==> src/rtl/reorder_queue_drain_pkg.sv <==
// Shared derivations and FSM encoding for the reorder queue read side.
package reorder_queue_drain_pkg;

  typedef enum logic [1:0] {
    S_IDLE  = 2'd0,
    S_READ  = 2'd1,
    S_CLEAR = 2'd2
  } state_e;

  // Ceiling log2 with clog2s(1) == 0.
  function automatic int clog2s(input int unsigned v);
    int r;
    r = 0;
    for (int unsigned i = 0; i < 32; i++) begin
      if ((64'd1 << i) < 64'(v)) r = int'(i) + 1;
    end
    return r;
  endfunction

  function automatic int num_tags(input int unsigned tag_w);
    return 1 << tag_w;
  endfunction

  function automatic int data_words(input int unsigned data_w);
    return int'(data_w / 32);
  endfunction

endpackage

==> src/rtl/reorder_queue_drain_if.sv <==
// In-order beat stream from the reorder queue drain to the channel logic.
interface reorder_queue_drain_if
  import reorder_queue_drain_pkg::*;
#(
  parameter int C_PCI_DATA_WIDTH = 128,
  parameter int C_TAG_WIDTH      = 5
);
  localparam int C_PCI_DATA_WORD = data_words(C_PCI_DATA_WIDTH);

  logic                        OUT_VALID;
  logic                        OUT_READY;
  logic [C_PCI_DATA_WIDTH-1:0] OUT_DATA;
  logic [C_PCI_DATA_WORD-1:0]  OUT_EN;
  logic                        OUT_LAST;
  logic                        OUT_ERR;
  logic [C_TAG_WIDTH-1:0]      OUT_TAG;

  modport master (
    output OUT_VALID, OUT_DATA, OUT_EN, OUT_LAST, OUT_ERR, OUT_TAG,
    input  OUT_READY
  );

  modport slave (
    input  OUT_VALID, OUT_DATA, OUT_EN, OUT_LAST, OUT_ERR, OUT_TAG,
    output OUT_READY
  );

endinterface

==> src/rtl/reorder_queue_drain_buf.sv <==
// Two-entry valid/ready output FIFO; the head entry is held stable until accepted.
module reorder_queue_drain_buf
  import reorder_queue_drain_pkg::*;
#(
  parameter int C_PCI_DATA_WIDTH = 128,
  parameter int C_TAG_WIDTH      = 5,
  localparam int C_PCI_DATA_WORD = data_words(C_PCI_DATA_WIDTH)
) (
  input  logic                        clk,
  input  logic                        rst_n,
  input  logic                        push,
  input  logic [C_PCI_DATA_WIDTH-1:0] push_data,
  input  logic [C_PCI_DATA_WORD-1:0]  push_en,
  input  logic                        push_last,
  input  logic                        push_err,
  input  logic [C_TAG_WIDTH-1:0]      push_tag,
  output logic                        pop,
  output logic [1:0]                  count,
  reorder_queue_drain_if.master       out_if
);
  localparam int EW = C_PCI_DATA_WIDTH + C_PCI_DATA_WORD + 2 + C_TAG_WIDTH;

  logic [EW-1:0] mem_q [2];
  logic [EW-1:0] mem_d [2];
  logic          wr_q, wr_d, rd_q, rd_d;
  logic [1:0]    count_q, count_d;
  logic          valid;
  logic [EW-1:0] head_entry;

  assign valid      = (count_q != 2'd0);
  assign pop        = valid & out_if.OUT_READY;
  assign count      = count_q;
  assign head_entry = valid ? mem_q[rd_q] : '0;

  assign out_if.OUT_VALID = valid;
  assign {out_if.OUT_DATA, out_if.OUT_EN, out_if.OUT_LAST, out_if.OUT_ERR, out_if.OUT_TAG} = head_entry;

  always_comb begin
    mem_d   = mem_q;
    wr_d    = wr_q;
    rd_d    = rd_q;
    if (push) begin
      mem_d[wr_q] = {push_data, push_en, push_last, push_err, push_tag};
      wr_d        = ~wr_q;
    end
    if (pop) rd_d = ~rd_q;
    count_d = count_q + {1'b0, push} - {1'b0, pop};
  end

  always_ff @(posedge clk or negedge rst_n) begin
    if (!rst_n) begin
      mem_q   <= '{default: '0};
      wr_q    <= 1'b0;
      rd_q    <= 1'b0;
      count_q <= 2'd0;
    end else begin
      mem_q   <= mem_d;
      wr_q    <= wr_d;
      rd_q    <= rd_d;
      count_q <= count_d;
    end
  end

endmodule

==> src/rtl/reorder_queue_drain.sv <==
// Read side of the tag reorder queue: waits for the head tag to finish, streams
// its payload out of the per-DW banks in order, then clears the tag and advances.
module reorder_queue_drain
  import reorder_queue_drain_pkg::*;
#(
  parameter int C_PCI_DATA_WIDTH         = 128,
  parameter int C_TAG_WIDTH              = 5,
  parameter int C_TAG_DW_COUNT_WIDTH     = 8,
  parameter int C_DATA_ADDR_STRIDE_WIDTH = 5,
  parameter int C_DATA_ADDR_WIDTH        = 10,
  localparam int C_NUM_TAGS            = num_tags(C_TAG_WIDTH),
  localparam int C_PCI_DATA_WORD       = data_words(C_PCI_DATA_WIDTH),
  localparam int C_PCI_DATA_WORD_WIDTH = clog2s(C_PCI_DATA_WORD)
) (
  input  logic                            CLK,
  input  logic                            RST_N,
  input  logic [C_NUM_TAGS-1:0]           TAG_FINISH,
  input  logic                            PKT_VALID,
  input  logic [C_TAG_WIDTH-1:0]          PKT_TAG,
  input  logic [C_TAG_DW_COUNT_WIDTH-1:0] PKT_WORDS,
  input  logic                            PKT_DONE,
  input  logic                            PKT_ERR,
  output logic [C_NUM_TAGS-1:0]           TAG_CLEAR,
  output logic                            RAM_REN,
  output logic [C_DATA_ADDR_WIDTH-1:0]    RAM_ADDR,
  input  logic [C_PCI_DATA_WIDTH-1:0]     RAM_DATA,
  reorder_queue_drain_if.master           out_if
);
  localparam int BCW = C_DATA_ADDR_STRIDE_WIDTH + 1;
  localparam int CW  = C_TAG_DW_COUNT_WIDTH;

  state_e                     state_q, state_d;
  logic [C_TAG_WIDTH-1:0]     head_q, head_d;
  logic [C_NUM_TAGS-1:0]      finished_q, finished_d;
  logic [CW-1:0]              words_q [C_NUM_TAGS];
  logic [CW-1:0]              words_d [C_NUM_TAGS];
  logic [C_NUM_TAGS-1:0]      err_q, err_d;
  logic [BCW-1:0]             beats_q, beats_d, beat_q, beat_d;
  logic [C_PCI_DATA_WORD-1:0] last_en_q, last_en_d;
  logic                       cur_err_q, cur_err_d;
  logic [C_NUM_TAGS-1:0]      tag_clear_q, tag_clear_d;
  logic                       pend_q, pend_d, pend_last_q, pend_last_d, pend_err_q, pend_err_d;
  logic [C_PCI_DATA_WORD-1:0] pend_en_q, pend_en_d;
  logic [C_TAG_WIDTH-1:0]     pend_tag_q, pend_tag_d;

  logic                       buf_pop;
  logic [1:0]                 buf_count;
  logic [CW-1:0]              head_words;
  logic [CW:0]                words_rnd;
  logic [BCW-1:0]             beats_calc;
  logic [31:0]                head_rem;
  logic [C_PCI_DATA_WORD-1:0] last_en_calc;
  logic [2:0]                 occ_next;
  logic                       issue, last_issue;
  logic [C_NUM_TAGS-1:0]      head_onehot;
  logic [C_DATA_ADDR_WIDTH-1:0] rd_addr;

  assign head_words   = words_q[head_q];
  assign words_rnd    = {1'b0, head_words} + (CW+1)'(C_PCI_DATA_WORD - 1);
  assign beats_calc   = BCW'(words_rnd >> C_PCI_DATA_WORD_WIDTH);
  assign head_rem     = 32'(head_words) % 32'(C_PCI_DATA_WORD);
  assign last_en_calc = (head_rem == 32'd0) ? '1 : C_PCI_DATA_WORD'((64'd1 << head_rem) - 64'd1);
  assign head_onehot  = C_NUM_TAGS'(1) << head_q;

  // Reads stay combinational so data lands one cycle later and the 2-entry
  // buffer sustains one beat per cycle; in-flight data is counted as occupied.
  assign occ_next   = {1'b0, buf_count} + {2'b0, pend_q} - {2'b0, buf_pop};
  assign issue      = (state_q == S_READ) && (occ_next < 3'd2);
  assign last_issue = (beat_q == beats_q - BCW'(1));
  assign rd_addr    = (C_DATA_ADDR_WIDTH'(head_q) << C_DATA_ADDR_STRIDE_WIDTH) + C_DATA_ADDR_WIDTH'(beat_q);

  assign RAM_REN   = issue;
  assign RAM_ADDR  = issue ? rd_addr : '0;
  assign TAG_CLEAR = tag_clear_q;

  always_comb begin
    state_d     = state_q;
    head_d      = head_q;
    beats_d     = beats_q;
    beat_d      = beat_q;
    last_en_d   = last_en_q;
    cur_err_d   = cur_err_q;
    tag_clear_d = '0;
    words_d     = words_q;
    err_d       = err_q;
    finished_d  = (finished_q | TAG_FINISH) & ~tag_clear_q;
    if (PKT_VALID && (PKT_DONE || PKT_ERR)) begin
      words_d[PKT_TAG] = PKT_WORDS;
      err_d[PKT_TAG]   = PKT_ERR;
    end
    pend_d      = issue;
    pend_last_d = issue && last_issue;
    pend_en_d   = last_issue ? last_en_q : '1;
    pend_err_d  = cur_err_q;
    pend_tag_d  = head_q;
    unique case (state_q)
      S_IDLE: begin
        if (finished_q[head_q]) begin
          beats_d   = beats_calc;
          beat_d    = '0;
          last_en_d = last_en_calc;
          cur_err_d = err_q[head_q];
          if (head_words == '0) begin
            state_d     = S_CLEAR;
            tag_clear_d = head_onehot;
          end else begin
            state_d = S_READ;
          end
        end
      end
      S_READ: begin
        if (issue) begin
          beat_d = beat_q + 1'b1;
          if (last_issue) begin
            state_d     = S_CLEAR;
            tag_clear_d = head_onehot;
          end
        end
      end
      S_CLEAR: begin
        head_d  = head_q + 1'b1;
        state_d = S_IDLE;
      end
      default: state_d = S_IDLE;
    endcase
  end

  always_ff @(posedge CLK or negedge RST_N) begin
    if (!RST_N) begin
      state_q     <= S_IDLE;
      head_q      <= '0;
      finished_q  <= '0;
      words_q     <= '{default: '0};
      err_q       <= '0;
      beats_q     <= '0;
      beat_q      <= '0;
      last_en_q   <= '0;
      cur_err_q   <= 1'b0;
      tag_clear_q <= '0;
      pend_q      <= 1'b0;
      pend_last_q <= 1'b0;
      pend_en_q   <= '0;
      pend_err_q  <= 1'b0;
      pend_tag_q  <= '0;
    end else begin
      state_q     <= state_d;
      head_q      <= head_d;
      finished_q  <= finished_d;
      words_q     <= words_d;
      err_q       <= err_d;
      beats_q     <= beats_d;
      beat_q      <= beat_d;
      last_en_q   <= last_en_d;
      cur_err_q   <= cur_err_d;
      tag_clear_q <= tag_clear_d;
      pend_q      <= pend_d;
      pend_last_q <= pend_last_d;
      pend_en_q   <= pend_en_d;
      pend_err_q  <= pend_err_d;
      pend_tag_q  <= pend_tag_d;
    end
  end

  reorder_queue_drain_buf #(
    .C_PCI_DATA_WIDTH (C_PCI_DATA_WIDTH),
    .C_TAG_WIDTH      (C_TAG_WIDTH)
  ) u_buf (
    .clk       (CLK),
    .rst_n     (RST_N),
    .push      (pend_q),
    .push_data (RAM_DATA),
    .push_en   (pend_en_q),
    .push_last (pend_last_q),
    .push_err  (pend_err_q),
    .push_tag  (pend_tag_q),
    .pop       (buf_pop),
    .count     (buf_count),
    .out_if    (out_if)
  );

endmodule

==> src/flat_wrapper.sv <==
// flat-port wrapper written by rule: the top's interface ports become plain ports
module reorder_queue_drain_flat import reorder_queue_drain_pkg::*;
#(
  parameter int C_PCI_DATA_WIDTH         = 128,
  parameter int C_TAG_WIDTH              = 5,
  parameter int C_TAG_DW_COUNT_WIDTH     = 8,
  parameter int C_DATA_ADDR_STRIDE_WIDTH = 5,
  parameter int C_DATA_ADDR_WIDTH        = 10,
  localparam int C_NUM_TAGS            = num_tags(C_TAG_WIDTH),
  localparam int C_PCI_DATA_WORD       = data_words(C_PCI_DATA_WIDTH),
  localparam int C_PCI_DATA_WORD_WIDTH = clog2s(C_PCI_DATA_WORD)
)
  (CLK, RST_N, TAG_FINISH, PKT_VALID, PKT_TAG, PKT_WORDS, PKT_DONE, PKT_ERR, TAG_CLEAR, RAM_REN, RAM_ADDR, RAM_DATA, out_if_OUT_VALID, out_if_OUT_DATA, out_if_OUT_EN, out_if_OUT_LAST, out_if_OUT_ERR, out_if_OUT_TAG, out_if_OUT_READY);
  reorder_queue_drain_if #(.C_PCI_DATA_WIDTH(C_PCI_DATA_WIDTH), .C_TAG_WIDTH(C_TAG_WIDTH)) out_if_i ();
  input  logic CLK;
  input  logic RST_N;
  input  logic [C_NUM_TAGS-1:0] TAG_FINISH;
  input  logic PKT_VALID;
  input  logic [C_TAG_WIDTH-1:0] PKT_TAG;
  input  logic [C_TAG_DW_COUNT_WIDTH-1:0] PKT_WORDS;
  input  logic PKT_DONE;
  input  logic PKT_ERR;
  output logic [C_NUM_TAGS-1:0] TAG_CLEAR;
  output logic RAM_REN;
  output logic [C_DATA_ADDR_WIDTH-1:0] RAM_ADDR;
  input  logic [C_PCI_DATA_WIDTH-1:0] RAM_DATA;
  output wire logic [$bits(out_if_i.OUT_VALID)-1:0] out_if_OUT_VALID;
  output wire logic [$bits(out_if_i.OUT_DATA)-1:0] out_if_OUT_DATA;
  output wire logic [$bits(out_if_i.OUT_EN)-1:0] out_if_OUT_EN;
  output wire logic [$bits(out_if_i.OUT_LAST)-1:0] out_if_OUT_LAST;
  output wire logic [$bits(out_if_i.OUT_ERR)-1:0] out_if_OUT_ERR;
  output wire logic [$bits(out_if_i.OUT_TAG)-1:0] out_if_OUT_TAG;
  input wire logic [$bits(out_if_i.OUT_READY)-1:0] out_if_OUT_READY;
  assign out_if_OUT_VALID = out_if_i.OUT_VALID;
  assign out_if_OUT_DATA = out_if_i.OUT_DATA;
  assign out_if_OUT_EN = out_if_i.OUT_EN;
  assign out_if_OUT_LAST = out_if_i.OUT_LAST;
  assign out_if_OUT_ERR = out_if_i.OUT_ERR;
  assign out_if_OUT_TAG = out_if_i.OUT_TAG;
  assign out_if_i.OUT_READY = out_if_OUT_READY;
  reorder_queue_drain #(.C_PCI_DATA_WIDTH(C_PCI_DATA_WIDTH), .C_TAG_WIDTH(C_TAG_WIDTH), .C_TAG_DW_COUNT_WIDTH(C_TAG_DW_COUNT_WIDTH), .C_DATA_ADDR_STRIDE_WIDTH(C_DATA_ADDR_STRIDE_WIDTH), .C_DATA_ADDR_WIDTH(C_DATA_ADDR_WIDTH)) u_core (.CLK(CLK), .RST_N(RST_N), .TAG_FINISH(TAG_FINISH), .PKT_VALID(PKT_VALID), .PKT_TAG(PKT_TAG), .PKT_WORDS(PKT_WORDS), .PKT_DONE(PKT_DONE), .PKT_ERR(PKT_ERR), .TAG_CLEAR(TAG_CLEAR), .RAM_REN(RAM_REN), .RAM_ADDR(RAM_ADDR), .RAM_DATA(RAM_DATA), .out_if(out_if_i));
endmodule
==> config.mk <==
export PLATFORM = sky130hd
export DESIGN_NAME = reorder_queue_drain_flat
export DESIGN_NICKNAME = d
export VERILOG_FILES = /design/src/rtl/reorder_queue_drain_pkg.sv /design/src/rtl/reorder_queue_drain_if.sv /design/src/rtl/reorder_queue_drain_buf.sv /design/src/rtl/reorder_queue_drain.sv /design/src/flat_wrapper.sv
export SDC_FILE = /design/constraint.sdc
export NUM_CORES = 1
export LEC_CHECK = 0
export BUFFER_PORTS_ARGS = -buffer_cell sky130_fd_sc_hd__buf_4
export CAP_MARGIN = 20
export CORE_MARGIN = 5
export CORE_UTILIZATION = 40
export DETAILED_ROUTE_END_ITERATION = 10
export PLACE_DENSITY = 0.64
export RECOVER_POWER = 100
export REMOVE_ABC_BUFFERS = 1
export SLEW_MARGIN = 20
export SYNTH_ARGS = -nofsm -noshare
export SYNTH_HDL_FRONTEND = slang
export SYNTH_SLANG_ARGS = --single-unit
==> constraint.sdc <==
create_clock -name CLK -period 6.5 [get_ports CLK]
set_input_delay 1.3 -clock CLK [delete_from_list [all_inputs] [get_ports CLK]]
set_output_delay 1.3 -clock CLK [all_outputs]
set_load 0.02 [all_outputs]
==> results.ini, run 1 <==
[yosys]
synthArstFlopShare=1.00
postSynthAreaPerCell_um2=13.8
synth_most_common_cell=dfrtp_1
synth.distinct_cells=64
synthCells=2168
syn_area_um2=29900
synth_top_cells_by_count=dfrtp_1, mux2_2, nor2_1, mux2i_1, clkbuf_1
synthTopCellsByArea=dfrtp_1, mux2_2, mux2i_1
synth-main-ff-cell=dfrtp_1
ys_ff_latch=670
synth_top_area_cell=dfrtp_1
synth_edf_count=0
synth-warning-count=0
yosysSeqAreaShare=0.560
yosysTopAreaCellShare=0.560

[power]
ir_drop_uv=302
p_per_area_nw_per_um2=501
p_leak_uw=0.0157

[sta]
timing.fmax_mhz=176
fin_worst_skew_ps=18.6
drv_slew=727
tightestPinTransition_ps=3790
tns_ps=0
min_period_over_period=0.875
fin_crit_ps=5690
setup_viol=0
rsz0062_at_grt=no
hold_viol_final=0
max_slew_margin=-1.53

[layout]
fin_cells=3524
final_area_um2=35500
n_fill_cell=6696
diodes=0
layout-drive-gt1-share=0.379
finalNetCount=2690
syn2layout_area_growth_pct=18.4

[die]
die_h_um=284
start_util=0.403
core-area_um2=74300
num_rows=100
die_width_um=284
io_pins=362
die_area_um2=80400

[status]
outcome=finished, violations left
violations=capacitance limit, slew limit

[critical_path]
crit_slowest_cell=dfrtp_1
crit_chain=clkbuf_2, mux2i_1, nor2_1, clkbuf_1
critPathLaunchType=register
cp_max_fo=40
critPathTopFamily=flip-flops
cp.required_ps=5200
crit_type=reg2out
cpPeakStageDelay_ps=1990
end_kind=primary output
critPathBufInv=2
critPathArrivalTime_ps=4390

[clock_network]
cts-root-buf=clkbuf_16
cts_sinks=670
cts_tree=yes
clockBufferDepth=3
cts_setup_buffers=0
cts_hold_buf=0
cts.clk_slew.worst_paths_ps=60
cts-buffers-inserted=74
insertion_delay_ps=620
cts-resized-gates=0
htreeDepth=3

[detailed_routing]
wl_met1_mm=34.6
viasPerCell=5.36
top_layer_used=met5
ant_nets=0
firstDrtPassIters=5
wl_met2_mm=37.5
wl_met3_mm=4.03
vias=18900
wl_mm=78.0
wl_per_cell_um=22.1
drcViolationCount=0
drt_iter0_drc=973

[global_route]
antenna_found_initial=3
track_usage=0.189
grt_pass1_vias=20300
grt_pass1_wl_mm=122
grt_overflow=0
grt_max_degree=185

[placed_design]
port-buffer-count=361
hpwl_mm=51.6
gp_congestion=0.807
dp_cells=3387
place_area_um2=33600

[hold_path]
hold_path.class=reg2reg

[job]
drv_cap=15

[final timing paths]
kind | startpoint | to | slack, ps | cells after the start
setup / recovery | u_core.u_buf.rd_q | out_if_OUT_TAG[1] | 810 | 4
hold / removal | u_core.cur_err_q | u_core.pend_err_q | 380 | 0
setup reg to reg | u_core.head_q[1] | u_core.TAG_CLEAR[8] | 1160 | 9
hold reg to reg | u_core.cur_err_q | u_core.pend_err_q | 380 | 0
max in group asynchronous | RST_N | u_core.u_buf.mem_q[253] | 1680 | 2
min in group asynchronous | RST_N | u_core.u_buf.mem_q[159] | 720 | 1
[flip-flops by register name, indices dropped and copies added, names as in the netlist, 2 cells and up]
signal / count
u_core.finished_q: 32
u_core.last_en_q: 4
u_core.TAG_CLEAR: 32
u_core.head_q: 5
u_core.beat_q: 6
u_core.state_q: 2
u_core.pend_en_q: 4
u_core.pend_tag_q: 5
u_core.beats_q: 6
u_core.words_q: 256
u_core.u_buf.count: 2
u_core.u_buf.mem_q: 278
u_core.err_q: 32
[cells by family (layout without fill, tap and decap cells)]
kind of cell    count (synthesis)  after routing  share of synthesized area
mux                           819            819                      0.325
xor+xnor                       23             23                    0.00673
simple gates                  416            416                     0.0613
flops                         670            670                      0.560
compound gates                 70             70                     0.0176
buf+inv                       154            541                     0.0225
fa+ha+maj                      16             16                    0.00694
[report_power, final]
group | internal, µW | total (µW) | switching (µW)
sequential | 5460 | 6340 | 888
clock | 2790 | 4540 | 1750
combinational | 2900 | 6880 | 3970
total | 11200 | 17800 | 6610
[cells in the final DEF, fill, tap and decap left out, types with 5 or more instances in the layout]
cell type | synthesis | layout
o21ai_0 | 11 | 11
nor3b_1 | 4 | 5
clkbuf_4 | 0 | 32
and3_1 | 5 | 5
mux2i_1 | 179 | 179
nor2_1 | 262 | 261
nand2_1 | 51 | 51
nor3_1 | 25 | 34
mux4_2 | 60 | 60
clkbuf_1 | 89 | 201
a22oi_1 | 7 | 7
xor2_1 | 13 | 13
bufinv_16 | 0 | 12
mux2_2 | 576 | 575
inv_1 | 16 | 16
clkinv_2 | 0 | 8
a21oi_1 | 8 | 8
and2_0 | 0 | 8
clkbuf_16 | 0 | 74
nand2b_1 | 8 | 8
o221ai_1 | 7 | 7
clkbuf_8 | 0 | 16
buf_4 | 1 | 163
nor2b_1 | 7 | 7
xnor2_1 | 10 | 10
dfrtp_1 | 670 | 670
ha_1 | 15 | 15
nand3_1 | 15 | 15
[per-stage QoR]
stage | util | hold WS [ps] | power [µW] | setup WS [ps]
global placement | 0.451 | 360 | 13700 | 1160
floorplan | - | 354 | 11300 | -2890
detailed placement | 0.452 | 362 | 13900 | 1140
CTS | 0.488 | 377 | 18500 | 1160
finish | 0.477 | 379 | 17800 | 813
global route | 0.477 | 390 | 18800 | 557
[layout make-up]
cell class,instances,area [µm²],area share
clock inverter,30,551,0.0155
timing repair buffer,387,2270,0.0640
inverter,18,67.6,0.00191
multi-input combinational,1344,12500,0.351
sequential,670,16800,0.473
tap,969,1210,0.0342
clock buffer,106,2130,0.0601
[routing by layer]
layer,vias to the layer above,global-route usage
li1,8370,-
met1,9935,0.257
met2,460,0.311
met3,123,0.0440
met4,4,0.0465
met5,-,0
No activity file was read; power rests on OpenSTA's default activity.
==> run 2, diff against run 1 <==
--- a/config.mk
+++ b/config.mk
@@ -8,9 +8,9 @@
 export BUFFER_PORTS_ARGS = -buffer_cell sky130_fd_sc_hd__buf_4
 export CAP_MARGIN = 20
 export CORE_MARGIN = 5
-export CORE_UTILIZATION = 40
+export CORE_UTILIZATION = 47
 export DETAILED_ROUTE_END_ITERATION = 10
-export PLACE_DENSITY = 0.64
+export PLACE_DENSITY = 0.73
 export RECOVER_POWER = 100
 export REMOVE_ABC_BUFFERS = 1
 export SLEW_MARGIN = 20
==> results.ini, run 2 (same netlist as run 1, synthesis figures left out) <==
[status]
outcome=finished, violations left  ; unchanged
violations=capacitance limit, slew limit  ; unchanged

[clock_network]
cts.clk_slew.worst_paths_ps=60  ; about the same
cts-buffers-inserted=71  ; was 74
cts_sinks=670  ; unchanged
cts_setup_buffers=0  ; unchanged
insertion_delay_ps=610  ; was 620 ps
htreeDepth=3  ; unchanged
cts_tree=yes  ; unchanged
clockBufferDepth=3  ; unchanged
cts_hold_buf=0  ; unchanged
cts-root-buf=clkbuf_16  ; unchanged
cts-resized-gates=0  ; unchanged

[power]
combPwrFrac=0.393  ; was 0.387
sw_frac_of_total=0.374  ; was 0.372
p_switching_uw=6460  ; was 6610 µW
p_leak_uw=0.0155  ; was 0.0157 µW
p_int_uw=10800  ; was 11,200 µW
pwr-share-seq=0.368  ; was 0.357
clock_power_share=0.239  ; was 0.256
ir_drop_uv=361  ; was 302 µV
p_per_area_nw_per_um2=493  ; was 501 nW/µm²

[layout]
layout-drive-gt1-share=0.375  ; was 0.379
regMostFlops=u_core.u_buf.mem_q  ; unchanged
syn2layout_area_growth_pct=17.0  ; was 18.4%
finalNetCount=2678  ; was 2,690
multi_input_area_um2=12500  ; about the same
mostFrequentLayoutCells=dfrtp_1, mux2_2, nor2_1  ; unchanged
reg_top3=u_core.u_buf.mem_q: 278 flops, u_core.words_q: 256 flops  ; unchanged
final_area_um2=35000  ; was 35,500 µm²
final_common_cell=dfrtp_1  ; unchanged
n_fill_cell=5327  ; was 6,696
diodes=0  ; unchanged
final-seq-area_um2=16800  ; about the same
largest_register_ffs=278  ; unchanged

[critical_path]
critPathLaunchType=register  ; unchanged
cp.required_ps=5200  ; about the same
crit_type=reg2out  ; unchanged
cp_max_fo=77  ; was 40
end_kind=primary output  ; unchanged
critPathArrivalTime_ps=4230  ; was 4390 ps

[sta]
tightestPinTransition_ps=5040  ; was 3790 ps
fin_worst_skew_ps=31.9  ; was 18.6 ps
rsz0062_at_grt=no  ; unchanged
hold_viol_final=0  ; unchanged
min_period_over_period=0.851  ; was 0.875
setup_viol=0  ; unchanged
drv_slew=459  ; was 727
timing.fmax_mhz=181  ; was 176 MHz
max_slew_margin=-2.36  ; was -1.53
fin_crit_ps=5530  ; was 5690 ps
setup_ws_ps=970  ; was 813 ps

[detailed_routing]
firstDrtPassIters=5  ; unchanged
wl_per_cell_um=22.3  ; was 22.1 µm
vias=19000  ; was 18,900
viasPerCell=5.63  ; was 5.36
drcViolationCount=0  ; unchanged
wl_mm=75.1  ; was 78.0 mm
drt_iter0_drc=1195  ; was 973
ant_nets=0  ; unchanged

[die]
die_area_um2=68900  ; was 80,400 µm²
start_util=0.475  ; was 0.403
die_width_um=262  ; was 284 µm
core-area_um2=63100  ; was 74,300 µm²
num_rows=92  ; was 100
die_h_um=262  ; was 284 µm
io_pins=362  ; unchanged

[placed_design]
port-buffer-count=361  ; unchanged
gp_congestion=0.813  ; was 0.807
preCtsSetupSlack_ps=1200  ; was 1140 ps
place_area_um2=33300  ; was 33,600 µm²
hpwl_mm=49.2  ; was 51.6 mm

[hold_path]
hold_path.class=reg2reg  ; unchanged

[global_route]
antenna_found_initial=0  ; was 3
grt_pass1_wl_mm=118  ; was 122 mm
grt_overflow=0  ; unchanged
grt_pass1_vias=20500  ; was 20,300
track_usage=0.212  ; was 0.189
grt_max_degree=188  ; was 185

[job]
drv_cap=9  ; was 15

==> run 2: cell count changes in the layout (fill, tap and decap cells not counted), sizes merged <==
cell	before	now
buf	168	164
bufinv	12	7
clkbuf	325	314
clkinv	13	11
inv	22	19
==> run 2: final cells by class <==
type,count,share of cell area
sequential,670,0.479
multi-input combinational,1344,0.356
timing repair buffer,378,0.0649
clock buffer,100,0.0584
tap,846,0.0302
clock inverter,20,0.00986
inverter,18,0.00193
==> run 2: critical path, cell delays in order (launching register included) <==
cell and delay (ps):
dfrtp_1 420, nor2_1 160, clkbuf_2 1100, clkbuf_2 1420, nor2_1 190, clkbuf_1 250
==> run 2: worst paths after layout <==
check                                           start                      end  slack (ps)  cells past startpoint
worst max-delay path            u_core.u_buf.count[1]      out_if_OUT_DATA[86]         970                      5
worst min register to register       u_core.cur_err_q        u_core.pend_err_q         380                      0
min in group asynchronous                       RST_N  u_core.u_buf.mem_q[155]        1900                      1
max in group asynchronous                       RST_N  u_core.u_buf.mem_q[191]        2170                      2
worst max register to register       u_core.head_q[2]      u_core.TAG_CLEAR[8]        1260                      9
worst min-delay path                 u_core.cur_err_q        u_core.pend_err_q         380                      0
==> run 2: layer usage <==
metal  track usage  vias up  wire length (µm)
met5             0        -                 0
met1         0.289     9995             33200
li1              -     8323                 -
met3        0.0353      145              3530
met4        0.0694        0              2240
met2         0.350      538             36100
==> run 2: power groups by stage <==
stage	Sequential, µW	Clock [µW]	Combinational [µW]
CTS	6350	4230	7400
finish	6350	4130	6800
global route	6510	4400	7330
detailed placement	6420	0	7370
global placement	6310	0	7230
floorplan	6360	0	4920
==> run 2: per-stage QoR <==
step	setup TNS, ps	utilization	hold slack (ps)	instances	power (µW)
floorplan	-224410	-	354	2032	11300
global placement	0	0.529	364	3254	13500
detailed placement	0	0.529	369	3254	13800
CTS	0	0.566	383	3374	18000
global route	0	0.555	388	3376	18200
finish	0	0.555	382	3376	17300
